**config.mk**
```make
export PLATFORM = sky130hd
export DESIGN_NAME = pc_sequencer_flat
export DESIGN_NICKNAME = d
export VERILOG_FILES = /design/src/rtl/map_pkg.sv /design/src/rtl/pc_sequencer_if.sv /design/src/rtl/return_stack.sv /design/src/rtl/pc_sequencer.sv /design/src/flat_wrapper.sv
export SDC_FILE = /design/constraint.sdc
export NUM_CORES = 1
export LEC_CHECK = 0
export CAP_MARGIN = 20
export CORE_ASPECT_RATIO = 2
export CORE_MARGIN = 2
export CORE_UTILIZATION = 25
export DETAILED_ROUTE_END_ITERATION = 8
export MAX_ROUTING_LAYER = met4
export PLACE_DENSITY_LB_ADDON = 0.12
export SLEW_MARGIN = 20
export SYNTH_ARGS = -nofsm -noshare
export SYNTH_HDL_FRONTEND = slang
export SYNTH_SLANG_ARGS = --single-unit
```
**constraint.sdc**
```tcl
create_clock -name CLK -period 4.25 [get_ports CLK]
set_input_delay 0.85 -clock CLK [delete_from_list [all_inputs] [get_ports CLK]]
set_output_delay 0.85 -clock CLK [all_outputs]
set_load 0.01 [all_outputs]
```
**src/rtl/map_pkg.sv**
```systemverilog
// map_pkg
// Shared definitions for the program-flow controller slice: default
// address width and return-stack depth, plus the sequencer FSM state
// encoding used by pc_sequencer.
package map_pkg;

  localparam int DEF_ADDR_W      = 8;
  localparam int DEF_STACK_DEPTH = 8;

  // BOOT is the single idle cycle after reset, FETCH drives requests,
  // HALT parks the sequencer until a resume strobe arrives.
  typedef enum logic [1:0] {
    BOOT  = 2'd0,
    FETCH = 2'd1,
    HALT  = 2'd2
  } seq_state_t;

endpackage

```
**src/rtl/pc_sequencer_if.sv**
```systemverilog
// pc_sequencer_if
// Instruction-memory fetch bus between the program-flow controller and
// instruction memory.
//   oADDR     : fetch address (current PC), driven by the sequencer
//   oMEM_REQ  : fetch request, driven by the sequencer
//   iMEM_ACK  : memory accepted the current oADDR, driven by memory
// Modports: master = sequencer side, slave = memory side.
interface pc_sequencer_if
  import map_pkg::*;
#(
  parameter int ADDR_W = DEF_ADDR_W
) ();

  logic [ADDR_W-1:0] oADDR;
  logic              oMEM_REQ;
  logic              iMEM_ACK;

  modport master (
    output oADDR,
    output oMEM_REQ,
    input  iMEM_ACK
  );

  modport slave (
    input  oADDR,
    input  oMEM_REQ,
    output iMEM_ACK
  );

endinterface

```
**src/rtl/return_stack.sv**
```systemverilog
// return_stack
// LIFO holding return addresses for the program-flow controller.
//   clk, rst  : clock, synchronous active-high reset (clears occupancy only)
//   i_push    : write i_data on top (ignored when full)
//   i_pop     : discard top entry (ignored when empty)
//   i_data    : return address to push
//   o_top     : current top entry (valid when not empty)
//   o_count   : occupancy, 0..DEPTH
//   o_full    : occupancy equals DEPTH
//   o_empty   : occupancy is zero
// Push and pop are never requested together by the sequencer; if they
// were, push would win.
module return_stack
  import map_pkg::*;
#(
  parameter int ADDR_W = DEF_ADDR_W,
  parameter int DEPTH  = DEF_STACK_DEPTH,
  localparam int PTR_W = $clog2(DEPTH),
  localparam int CNT_W = PTR_W + 1
) (
  input  logic              clk,
  input  logic              rst,
  input  logic              i_push,
  input  logic              i_pop,
  input  logic [ADDR_W-1:0] i_data,
  output logic [ADDR_W-1:0] o_top,
  output logic [CNT_W-1:0]  o_count,
  output logic              o_full,
  output logic              o_empty
);

  logic [ADDR_W-1:0] r_mem [DEPTH];
  logic [CNT_W-1:0]  r_count;
  logic [PTR_W-1:0]  w_topIdx;
  logic              w_doPush;
  logic              w_doPop;

  assign o_full   = (r_count == CNT_W'(DEPTH));
  assign o_empty  = (r_count == '0);
  assign w_doPush = i_push & ~o_full;
  assign w_doPop  = i_pop & ~o_empty & ~w_doPush;

  // The count is one past the top entry; the low bits of count address
  // the next free slot, which is always in range when not full.
  assign w_topIdx = PTR_W'(r_count - CNT_W'(1));
  assign o_top    = r_mem[w_topIdx];
  assign o_count  = r_count;

  always_ff @(posedge clk) begin
    if (rst) begin
      r_count <= '0;
    end else if (w_doPush) begin
      r_count <= r_count + CNT_W'(1);
    end else if (w_doPop) begin
      r_count <= r_count - CNT_W'(1);
    end
  end

  // Entries carry no reset; stale contents are never observable because
  // reads are only meaningful below the occupancy count.
  always_ff @(posedge clk) begin
    if (w_doPush) begin
      r_mem[r_count[PTR_W-1:0]] <= i_data;
    end
  end

endmodule

```
**src/rtl/pc_sequencer.sv**
```systemverilog
// pc_sequencer
// Program-flow controller: owns the PC and the hardware return stack,
// issues instruction fetches with a req/ack handshake and applies the
// next-PC decision once per accepted fetch.
//   CLK, RST  : clock, synchronous active-high reset
//   mem       : fetch bus (master modport): oADDR, oMEM_REQ, iMEM_ACK
//   iSTALL    : re-fetch the same address
//   iJMP      : jump to iTGT
//   iCALL     : push return address, jump to iTGT
//   iRET      : pop return address into PC
//   iHALT     : enter HALT
//   iRESUME   : leave HALT, refetch the held PC
//   iTGT      : jump/call target
//   oSP       : return-stack occupancy, 0..STACK_DEPTH
//   oSTK_ERR  : sticky stack under/overflow flag, cleared only by RST
//   oHALTED   : high while in HALT
// Build option: define STACK_OVERFLOW_TRAP_EN to send a call on a full
// stack to TRAP_VEC instead of treating it as a plain jump to iTGT.
module pc_sequencer
  import map_pkg::*;
#(
  parameter int                ADDR_W      = DEF_ADDR_W,
  parameter int                STACK_DEPTH = DEF_STACK_DEPTH,
  parameter logic [ADDR_W-1:0] RESET_VEC   = '0,
  parameter logic [ADDR_W-1:0] TRAP_VEC    = '1
) (
  input  logic                         CLK,
  input  logic                         RST,
  pc_sequencer_if.master               mem,
  input  logic                         iSTALL,
  input  logic                         iJMP,
  input  logic                         iCALL,
  input  logic                         iRET,
  input  logic                         iHALT,
  input  logic                         iRESUME,
  input  logic [ADDR_W-1:0]            iTGT,
  output logic [$clog2(STACK_DEPTH):0] oSP,
  output logic                         oSTK_ERR,
  output logic                         oHALTED
);

`ifdef STACK_OVERFLOW_TRAP_EN
  localparam bit TRAP_EN = 1'b1;
`else
  localparam bit TRAP_EN = 1'b0;
`endif

  seq_state_t        r_state;
  logic [ADDR_W-1:0] r_pc;
  logic              r_memReq;
  logic              r_halted;
  logic              r_stkErr;

  logic              w_ack;
  logic              w_ret;
  logic              w_call;
  logic              w_push;
  logic              w_pop;
  logic [ADDR_W-1:0] w_retAddr;
  logic [ADDR_W-1:0] w_ovfTgt;
  logic [ADDR_W-1:0] w_top;
  logic              w_full;
  logic              w_empty;

  // Strobes only matter in the ack cycle, and only the highest-priority
  // one counts; stack side effects are derived from the same priority.
  assign w_ack     = (r_state == FETCH) & mem.iMEM_ACK;
  assign w_ret     = w_ack & ~iHALT & ~iSTALL & iRET;
  assign w_call    = w_ack & ~iHALT & ~iSTALL & ~iRET & iCALL;
  assign w_push    = w_call & ~w_full;
  assign w_pop     = w_ret & ~w_empty;
  assign w_retAddr = r_pc + ADDR_W'(1);
  assign w_ovfTgt  = TRAP_EN ? TRAP_VEC : iTGT;

  return_stack #(
    .ADDR_W (ADDR_W),
    .DEPTH  (STACK_DEPTH)
  ) u_stack (
    .clk     (CLK),
    .rst     (RST),
    .i_push  (w_push),
    .i_pop   (w_pop),
    .i_data  (w_retAddr),
    .o_top   (w_top),
    .o_count (oSP),
    .o_full  (w_full),
    .o_empty (w_empty)
  );

  // Sequencer FSM and PC. oMEM_REQ and oHALTED are registered alongside
  // the state so they change on the same edge as the state they reflect.
  always_ff @(posedge CLK) begin
    if (RST) begin
      r_state  <= BOOT;
      r_pc     <= RESET_VEC;
      r_memReq <= 1'b0;
      r_halted <= 1'b0;
      r_stkErr <= 1'b0;
    end else begin
      case (r_state)
        BOOT: begin
          r_state  <= FETCH;
          r_memReq <= 1'b1;
        end
        FETCH: begin
          if (mem.iMEM_ACK) begin
            if (iHALT) begin
              r_state  <= HALT;
              r_memReq <= 1'b0;
              r_halted <= 1'b1;
            end else if (iSTALL) begin
              r_pc <= r_pc;
            end else if (iRET) begin
              if (w_empty) begin
                r_stkErr <= 1'b1;
                r_pc     <= w_retAddr;
              end else begin
                r_pc <= w_top;
              end
            end else if (iCALL) begin
              if (w_full) begin
                r_stkErr <= 1'b1;
                r_pc     <= w_ovfTgt;
              end else begin
                r_pc <= iTGT;
              end
            end else if (iJMP) begin
              r_pc <= iTGT;
            end else begin
              r_pc <= w_retAddr;
            end
          end
        end
        HALT: begin
          if (iRESUME) begin
            r_state  <= FETCH;
            r_memReq <= 1'b1;
            r_halted <= 1'b0;
          end
        end
        default: begin
          r_state  <= BOOT;
          r_memReq <= 1'b0;
          r_halted <= 1'b0;
        end
      endcase
    end
  end

  assign mem.oADDR    = r_pc;
  assign mem.oMEM_REQ = r_memReq;
  assign oSTK_ERR     = r_stkErr;
  assign oHALTED      = r_halted;

endmodule

```
**src/flat_wrapper.sv**
```systemverilog
// flat-port wrapper written by rule: the top's interface ports become plain ports
module pc_sequencer_flat import map_pkg::*;
#(
  parameter int                ADDR_W      = DEF_ADDR_W,
  parameter int                STACK_DEPTH = DEF_STACK_DEPTH,
  parameter logic [ADDR_W-1:0] RESET_VEC   = '0,
  parameter logic [ADDR_W-1:0] TRAP_VEC    = '1
)
  (CLK, RST, iSTALL, iJMP, iCALL, iRET, iHALT, iRESUME, iTGT, oSP, oSTK_ERR, oHALTED, mem_oADDR, mem_oMEM_REQ, mem_iMEM_ACK);
  pc_sequencer_if #(.ADDR_W(ADDR_W)) mem_i ();
  input  logic CLK;
  input  logic RST;
  input  logic iSTALL;
  input  logic iJMP;
  input  logic iCALL;
  input  logic iRET;
  input  logic iHALT;
  input  logic iRESUME;
  input  logic [ADDR_W-1:0] iTGT;
  output logic [$clog2(STACK_DEPTH):0] oSP;
  output logic oSTK_ERR;
  output logic oHALTED;
  output wire logic [$bits(mem_i.oADDR)-1:0] mem_oADDR;
  output wire logic [$bits(mem_i.oMEM_REQ)-1:0] mem_oMEM_REQ;
  input wire logic [$bits(mem_i.iMEM_ACK)-1:0] mem_iMEM_ACK;
  assign mem_oADDR = mem_i.oADDR;
  assign mem_oMEM_REQ = mem_i.oMEM_REQ;
  assign mem_i.iMEM_ACK = mem_iMEM_ACK;
  pc_sequencer #(.ADDR_W(ADDR_W), .STACK_DEPTH(STACK_DEPTH), .RESET_VEC(RESET_VEC), .TRAP_VEC(TRAP_VEC)) u_core (.CLK(CLK), .RST(RST), .mem(mem_i), .iSTALL(iSTALL), .iJMP(iJMP), .iCALL(iCALL), .iRET(iRET), .iHALT(iHALT), .iRESUME(iRESUME), .iTGT(iTGT), .oSP(oSP), .oSTK_ERR(oSTK_ERR), .oHALTED(oHALTED));
endmodule
```
Word-level counts from Yosys, hierarchy flattened
Memory sizes are Yosys's and may differ from the RTL's.
Index checks and enable logic that the tools add are counted.
- add/subtract/negate cells: 3
- bitwise gates (word level): 18
- muxes and demuxes: 24
- equality and inequality tests: 7
- reductions and logical operators: 9
- operators with widths (operator ; number):
    $mux 8 ; 4
    $mux 1 ; 12
    $and 1x1->1 ; 11
    $add 8x1->8 const B ; 1
    $mux 4 ; 2
    $reduce_and 4->1 ; 2
    $not 1->1 ; 7
    $reduce_and 7->1 ; 1
    $mux 2 ; 3
    $ne 2x2->1 const B ; 3
    $pmux 1 s3 ; 2
    $pmux 2 s3 ; 1
    $reduce_bool 2->1 ; 3
    $add 4x1->4 const B ; 1
    $eq 4x4->1 const B ; 1
    $logic_not 4->1 ; 1
    $sub 4x1->4 const B ; 1
    $reduce_and 3->1 ; 1
    $eq 2x1->1 const B ; 1
    $eq 2x2->1 const B ; 1
    $logic_not 2->1 ; 1
    $ne 2x1->1 const B ; 1
- memories: 1
- RAM bits: 64
- flip-flop bits (word level): 17
- output and inout bits: 15
- memory list (name ; words ; width ; read ports ; clocked after memory_dff ; wr ports ; RTL line ; text):
    u_core.u_stack.r_mem ; 8 ; 8 ; 1 ; 0 ; 1 ; return_stack.sv:32 ; logic [ADDR_W-1:0] r_mem [DEPTH];

Depth between registers and ports, before layout
Gate-level depths: netlist of run 1.
- depth in word-level cells: 12
- gate-level depth with buffers: 10
- gate-level depth less buffers: 7

By module
A second synthesis of run 1 with hierarchy kept.
- cell total of the unflattened synthesis: 273
- area, all modules: 3767.4 sq um
- modules (own cells, without submodules) (module ; instances ; area each (sq um) ; sequential area each (sq um) ; cells each):
    return_stack ; 1 ; 2842.7 ; 2001.9 ; 150
    pc_sequencer ; 1 ; 924.6 ; 260.2 ; 123

Worst setup path before layout of run 1
Ideal clock, no wire load.
- path kind: input to register
- start: input port iRET
- end: memory u_core.u_stack.r_mem[1][0] (netlist bit) (enable)
- arrival: 2.293 ns
- stages: 5
- setup slack: 1.574 ns
- path through: buf_2 -> nand2b_1 -> nor4_2 -> nand2_1 -> nor3_1
- longest elaborated chain between the ends: 7
- ends and longest elaborated chain (item ; RTL line ; text):
    start: declaration ; flat_wrapper.sv:16 ; input logic iRET;
    $not 1->1 ; pc_sequencer.sv:69 ; assign w_call = w_ack & ~iHALT & ~iSTALL & ~iRET & iCALL;
    $and 1x1->1 (2 in a row) ; pc_sequencer.sv:69 ;
    $and 1x1->1 ; pc_sequencer.sv:70 ; assign w_push = w_call & ~w_full;
    $and 1x1->1 ; return_stack.sv:40 ; assign w_doPush = i_push & ~o_full;
    $mux 1 ; return_stack.sv:62 ; if (w_doPush) begin
    $mux 1 (not written as such) ; return_stack.sv:63 ; r_mem[r_count[PTR_W-1:0]] <= i_data;
    end: declaration ; return_stack.sv:32 ;
Every way passes these cells.

Worst setup path in the final report of run 1
- start: input port iHALT
- end: memory u_core.u_stack.r_mem[3][1] (netlist bit) (enable)
- longest elaborated chain between the ends: 9
- ends and longest elaborated chain (item ; RTL line ; text):
    start: declaration ; flat_wrapper.sv:17 ; input logic iHALT;
    $not 1->1 (no line) ; -- ;
    $and 1x1->1 (4 in a row) ; pc_sequencer.sv:69 ;
    $and 1x1->1 ; pc_sequencer.sv:70 ;
    $and 1x1->1 ; return_stack.sv:40 ;
    $mux 1 ; return_stack.sv:62 ;
    $mux 1 (not written as such) ; return_stack.sv:63 ;
Every way passes these cells.

==> qor.yml, run 1 <==
cts.sink_count: 81
post-dp-hpwl_mm: 7.480
outcome: "finished, final reports clean"
grt_util_all_layers_pct: 14.32
yosys_warnings: 0
crit_path_start_kind: "primary input"
drcViolationCount: 0
startpoint: "iHALT"
clkSlewWorstSetupHoldPaths_ns: 0.06
synth_edf_count: 64
async_flop_share_pct: 0
drive_gt1_share_pct: 16.35
area.growth.synth_to_final_pct: 24.72
min_path_cells: 2
skew_ns: 0.004919
drt_iter0_markers: 223
postSynthAreaPerCell_um2: 13.75
ys_types: 48
fin_crit_ns: 2.837
slowest_delay_ns: 0.56
synthesis.nets: 285
ys_seq_elements: 81
clockBufferDepth: 2
p_leak_nw: 1.480
dieArea_mm2: 0.01556
powerDensity_mw_per_mm2: 387.6
slew_viol_final: 0
syn_inst: 264
hold_start: "u_core.mem.oMEM_REQ$_SDFFE_PP0P_"
grt_setup_unrepaired: "false"
r2r-start: "u_core.u_stack.o_count[1]$_SDFFE_PP0P_"
fp-row-count: 62
clkLatencyLatePin_ns: 0.34
ioPinCount: 32
grt_max_degree: 20
place.gp.congestion: 0.7777
max-slew-margin-rel_pct: 34.72
grt_pass1_vias: 2376
drtPass1Iterations: 4
syn_area_mm2: 0.003630
cts_resized: 0
cts_buffers: 9
rr_worst_depth: 6
port_buffers: 31
die_w_um: 89.20
cts-root-buf: "clkbuf_16"
vias: 2369
h-tree-depth: 3
whs_ns: 0.4532
tns_ns: 0
nets: 328
wirelength_mm: 10.25
start_util_pct: 25.43
cts_tree: "yes"
irDropWorstVdd_mv: 0.1508
r2r-end: "u_core.u_stack.r_mem[3][1]$_DFFE_PP_"
final_antenna_net_count: 0
postCtsSetupRepairBufs: 0
die_h_um: 174.4
worst_setup_path_end_kind: "flop"
finalSetupViolCount: 0
final_util_pct: 31.71
grt_pass1_wl_mm: 14.97
path_cells: "clkdlybuf4s50_1, nand4bb_2, nor4_2, nand2_1, nor2_1"
cp_data_arrival_time_ns: 2.81
cap_violations: 0
synth-main-ff-cell: "edfxtp_1"
place_ws_ns: 1.039
critical_path_class: "in2reg"
finalWorstSetupSlack_ns: 1.413
antenna_found_initial: 0
cp_max_fo: 8
hold_viol: 0
slowest_stage: "nor2_1"
hp-class: "reg2reg"
worstMarginPinSlew_ns: 0.9718
max_freq_mhz: 352.4
antennaDiodeCount: 0
viasPerCell: 4.700
hold_path_end: "u_core.mem.oMEM_REQ$_SDFFE_PP0P_"
overflow: 0
wire_per_inst_um: 20.35
synth_seq_area_share_pct: 62.32
core_area_mm2: 0.01427
min_period_over_period_pct: 66.76
worstPathRequired_ns: 4.22
ctsHoldBuffers: 0
reg2reg_setup_slack_ns: 1.65
state kept, by name, indices dropped and copies added (netlist names):
signal	count
u_core.u_stack.r_mem	64
u_core.mem.oADDR	8
u_core.u_stack.o_count	4
u_core.r_state	2
u_core.mem.oMEM_REQ	1
u_core.oHALTED	1
u_core.oSTK_ERR	1
critical path, delay by kind of cell:
family                 cells  cell delay, ns
buffers and inverters      1            0.45
and+or+nand+nor            4            1.50
how the worst max path moves through the flow:
| stage | slack (ns) | endpoint |
|---|---|---|
| final | 1.41 | u_core.u_stack.r_mem[3][1]$_DFFE_PP_ |
| after global routing | 1.22 | u_core.u_stack.r_mem[3][6]$_DFFE_PP_ |
| after CTS | 1.38 | u_core.u_stack.r_mem[3][1]$_DFFE_PP_ |
| after detailed placement | 1.04 | u_core.u_stack.r_mem[3][7]$_DFFE_PP_ |
| after global placement | 1.04 | u_core.u_stack.r_mem[3][1]$_DFFE_PP_ |
| after floorplan | 1.57 | u_core.u_stack.r_mem[1][0]$_DFFE_PP_ |
metal layers:
layer / wire [um] / vias up / track usage [%]
met4: 273 / 0 / 5.659
met2: 5946 / 53 / 25.62
li1: - / 1104 / -
met1: 3711 / 1196 / 14.82
met5: 0 / - / -
met3: 323 / 16 / 2.754
power by group:
group          switching, W  internal, W
logic             0.0000591    0.0000502
registers        0.00000755     0.000854
clock network      0.000325     0.000459
total              0.000391      0.00136
synthesized netlist by cell type, drive strengths merged (2+ instances only):
cell     instances  area share (%)
a211oi           6             1.2
a21o             4            0.83
a21oi            7            0.97
a31oi            2            0.34
a41oi            2            0.48
buf              6            0.90
clkbuf           7            0.76
dfxtp           17             9.4
edfxtp          64              53
ha               4             1.4
inv             10             1.0
mux2i            5             1.4
mux4            16             9.9
nand2           20             2.1
nand2b           2            0.34
nand3            5            0.69
nand4            2            0.34
nand4bb          2            0.76
nor2            26             2.7
nor3             6            0.83
nor4             2            0.52
o21a             2            0.41
o21ai            8             1.1
o22a             3            0.72
o22ai            5            0.86
o31ai            2            0.41
or2              3            0.59
or3              2            0.34
xnor2           10             2.4
xor2             2            0.48
cell type report:
| class | count | area, um2 |
|---|---|---|
| Tap cell | 192 | 240.2 |
| Timing Repair Buffer | 45 | 415.4 |
| Clock buffer | 9 | 225.2 |
| Fill cell | 1489 | 9747 |
| Inverter | 10 | 37.54 |
| Clock inverter | 7 | 76.32 |
| Sequential cell | 81 | 2262 |
| Multi-Input combinational cell | 160 | 1270 |
placed cells by master (no fill, tap or decap), drive strengths merged, types with 3 or more instances in the layout:
master / synthesis / routed
clkdlybuf4s50: 0 / 31
mux4: 16 / 16
o22ai: 5 / 5
nor2: 26 / 26
o22a: 3 / 3
xnor2: 10 / 10
inv: 10 / 12
a21o: 4 / 4
o21ai: 8 / 8
buf: 6 / 14
a211oi: 6 / 6
edfxtp: 64 / 64
nor3: 6 / 6
or2: 3 / 3
nand3: 5 / 5
dfxtp: 17 / 17
mux2i: 5 / 5
clkbuf: 7 / 9
a21oi: 7 / 7
ha: 4 / 4
nand2: 20 / 20
through the flow:
stage	area [um2]	total power (W)	instances
finish	4527	0.001755	504
global route	4527	0.001819	504
CTS	4527	0.001782	504
detailed placement	4225	0.0009903	488
global placement	4225	0.0009903	488
floorplan	3630	0.0009365	264
logic make-up (layout without fill, tap and decap cells):
| kind of cell | count (synthesis) | after routing | synth area share, % |
|---|---|---|---|
| xor+xnor | 12 | 12 | 2.896 |
| mux | 21 | 21 | 11.31 |
| flops | 81 | 81 | 62.32 |
| buf+inv | 23 | 71 | 2.689 |
| compound gates | 47 | 47 | 8.859 |
| fa+ha+maj | 4 | 4 | 1.379 |
| simple gates | 76 | 76 | 10.55 |
Note: power is estimated with default switching activity, not from simulation.
==> inputs of run 2 (changes only) <==
- clock period: 4.25 -> 2.4 ns (I/O delays scaled with it)
==> run 2 against run 1 <==
Net effect:
- clock-buffer cell count is the same
- final cell count up 5.0%
- highest routed layer unchanged
- utilization is 1.3 points higher
- largest cell class unchanged
- power increased by 73%
- critical endpoint is now u_core.mem.oADDR[3]$_SDFFE_PP0P_
==> qor.yml, run 2 (synthesized netlist as in run 1, its figures left out) <==
grt_pass1_wl_mm: 15.74  # was 14.97 mm
area.growth.synth_to_final_pct: 29.89  # was 24.72%
regArea_mm2: 0.002262  # unchanged
dpl-instance-area_mm2: 0.004436  # was 0.004225 mm2
cts.sink_count: 81  # unchanged
slew_viol_final: 0  # unchanged
critical_path_class: "reg2reg"  # was in2reg
ioPinCount: 32  # unchanged
largest_reg_flops: 64  # unchanged
drcViolationCount: 0  # unchanged
h-tree-depth: 3  # unchanged
cts_buffers: 9  # unchanged
postCtsSetupRepairBufs: 0  # unchanged
cap_violations: 0  # unchanged
final_area_mm2: 0.004715  # was 0.004527 mm2
p_sw_w: 0.0007073  # was 0.0003914 W
hp-class: "reg2reg"  # unchanged
core_area_mm2: 0.01427  # unchanged
antennaDiodeCount: 0  # unchanged
cp_max_fo: 9  # was 8
powerDensity_mw_per_mm2: 643.4  # was 387.6 mW/mm2
cts_resized: 0  # unchanged
drive_gt1_share_pct: 22.85  # was 16.35%
fin_crit_ns: 2.144
nFillCells: 1418  # was 1489
vias: 2425  # was 2369
fp-row-count: 62  # unchanged
grt_max_degree: 20  # unchanged
max-slew-margin-rel_pct: 71.72  # was 34.72%
antenna_found_initial: 0  # unchanged
crit_path_start_kind: "flop"  # was primary input
p_int_w: 0.002326  # was 0.001363 W
worstMarginPinSlew_ns: 0.4242  # was 0.9718 ns
wire_per_inst_um: 20.08  # was 20.35 um
dieArea_mm2: 0.01556  # unchanged
clkLatencyLatePin_ns: 0.33  # was 0.34 ns
clkSlewWorstSetupHoldPaths_ns: 0.07  # was 0.06 ns
grt_setup_unrepaired: "false"  # unchanged
grt_util_all_layers_pct: 14.78  # was 14.32%
finalSetupViolCount: 0  # unchanged
irDropWorstVdd_mv: 0.3025  # was 0.1508 mV
drtPass1Iterations: 4  # unchanged
seqPwrFrac_pct: 50.2  # was 49.1%
worstPathRequired_ns: 2.65  # was 4.22 ns
port_buffers: 31  # unchanged
die_h_um: 174.4  # unchanged
nets: 353  # was 328
final_antenna_net_count: 0  # unchanged
viasPerCell: 4.584  # was 4.700
tns_ns: 0  # unchanged
clockBufferDepth: 2  # unchanged
layout_commonest_cell: "edfxtp_1"  # unchanged
worst_setup_path_end_kind: "flop"  # unchanged
place.gp.congestion: 0.7844  # was 0.7777
die_w_um: 89.20  # unchanged
finalWorstSetupSlack_ns: 0.2558  # was 1.413 ns
max_freq_mhz: 466.4
min_period_over_period_pct: 89.34
cts_tree: "yes"  # unchanged
overflow: 0  # unchanged
pwr-share-clk_pct: 42.6  # was 44.7%
p_leak_nw: 1.605  # was 1.480 nW
skew_ns: 0.01068  # was 0.004919 ns
p_sw_share_pct: 23.32  # was 22.31%
drt_iter0_markers: 121  # was 223
p_comb_share_pct: 7.2  # was 6.2%
multiInputGateArea_mm2: 0.001280  # was 0.001270 mm2
ctsHoldBuffers: 0  # unchanged
hold_viol: 0  # unchanged
grt_most_used_layer: "met2"  # unchanged
outcome: "finished, final reports clean"  # unchanged
cts-root-buf: "clkbuf_16"  # unchanged
use_met1_pct: 14.62  # was 14.82%
start_util_pct: 25.43  # unchanged
grt_pass1_vias: 2487  # was 2376
layout_common_cells: "64 x edfxtp_1, 38 x buf_4, 31 x clkdlybuf4s50_1, 26 x nor2_1, 20 x nand2_1"  # was 64 x edfxtp_1, 31 x clkdlybuf4s50_1, 26 x nor2_1, 20 x nand2_1, 17 x dfxtp_1
met3_usage_pct: 2.279  # was 2.754%
use_met2_pct: 26.67  # was 25.62%
post-dp-hpwl_mm: 8.194  # was 7.480 mm
wirelength_mm: 10.62  # was 10.25 mm
cp_data_arrival_time_ns: 2.40  # was 2.81 ns
place_ws_ns: 0.03035  # was 1.039 ns
## run 2: cell count changes in the layout (fill, tap and decap cells not counted), sizes merged
cell	change
buf	+25
bufinv	-1
clkinv	+1
## run 2: layer usage
layer / wire length [um] / vias to the layer above
met5: 0 / -
met4: 420 / 0
met3: 283 / 24
met2: 6126 / 51
met1: 3793 / 1201
li1: - / 1149
## run 2: worst paths after layout
check / from / end / slack, ns / cells after the start
max: u_core.u_stack.o_count[1]$_SDFFE_PP0P_ / u_core.mem.oADDR[3]$_SDFFE_PP0P_ / 0.26 / 7
max reg2reg: u_core.u_stack.o_count[1]$_SDFFE_PP0P_ / u_core.mem.oADDR[3]$_SDFFE_PP0P_ / 0.26 / 7
min reg2reg: u_core.mem.oMEM_REQ$_SDFFE_PP0P_ / u_core.mem.oMEM_REQ$_SDFFE_PP0P_ / 0.45 / 2
min: u_core.mem.oMEM_REQ$_SDFFE_PP0P_ / u_core.mem.oMEM_REQ$_SDFFE_PP0P_ / 0.45 / 2
## run 2: per-stage QoR
stage | power (W) | std cells | hold slack, ns | util, %
2_1_floorplan | 0.001659 | 264 | 0.4805 | -
3_3_place_gp | 0.001774 | 513 | 0.4518 | 31.07
3_5_place_dp | 0.001774 | 513 | 0.4470 | 31.07
4_1_cts | 0.003080 | 529 | 0.4568 | 33.03
5_1_grt | 0.003132 | 529 | 0.5026 | 33.03
6_report | 0.003033 | 529 | 0.4538 | 33.03
## run 2: area by class of cell
cell class / instances / share of cell area, %
multi-input combinational: 160 / 27.15
clock buffer: 9 / 4.777
inverter: 10 / 0.7962
timing repair buffer: 70 / 13.06
tap: 192 / 5.096
clock inverter: 7 / 1.141
sequential: 81 / 47.98
## run 2: worst max-delay path, stage by stage, from the launching register on
cell and delay (ns):
dfxtp_1 0.31, inv_1 0.14, ha_1 0.29, or3b_2 0.59, nand2_1 0.13, o22ai_1 0.11
o22a_1 0.25, a211oi_1 0.24
## run 2: power groups by stage
stage	Combinational (W)	Sequential (W)	Clock (W)
global placement	0.000220	0.00155	0
finish	0.000217	0.00152	0.00129
detailed placement	0.000219	0.00155	0
CTS	0.000220	0.00152	0.00134
global route	0.000235	0.00152	0.00137
floorplan	0.000102	0.00156	0
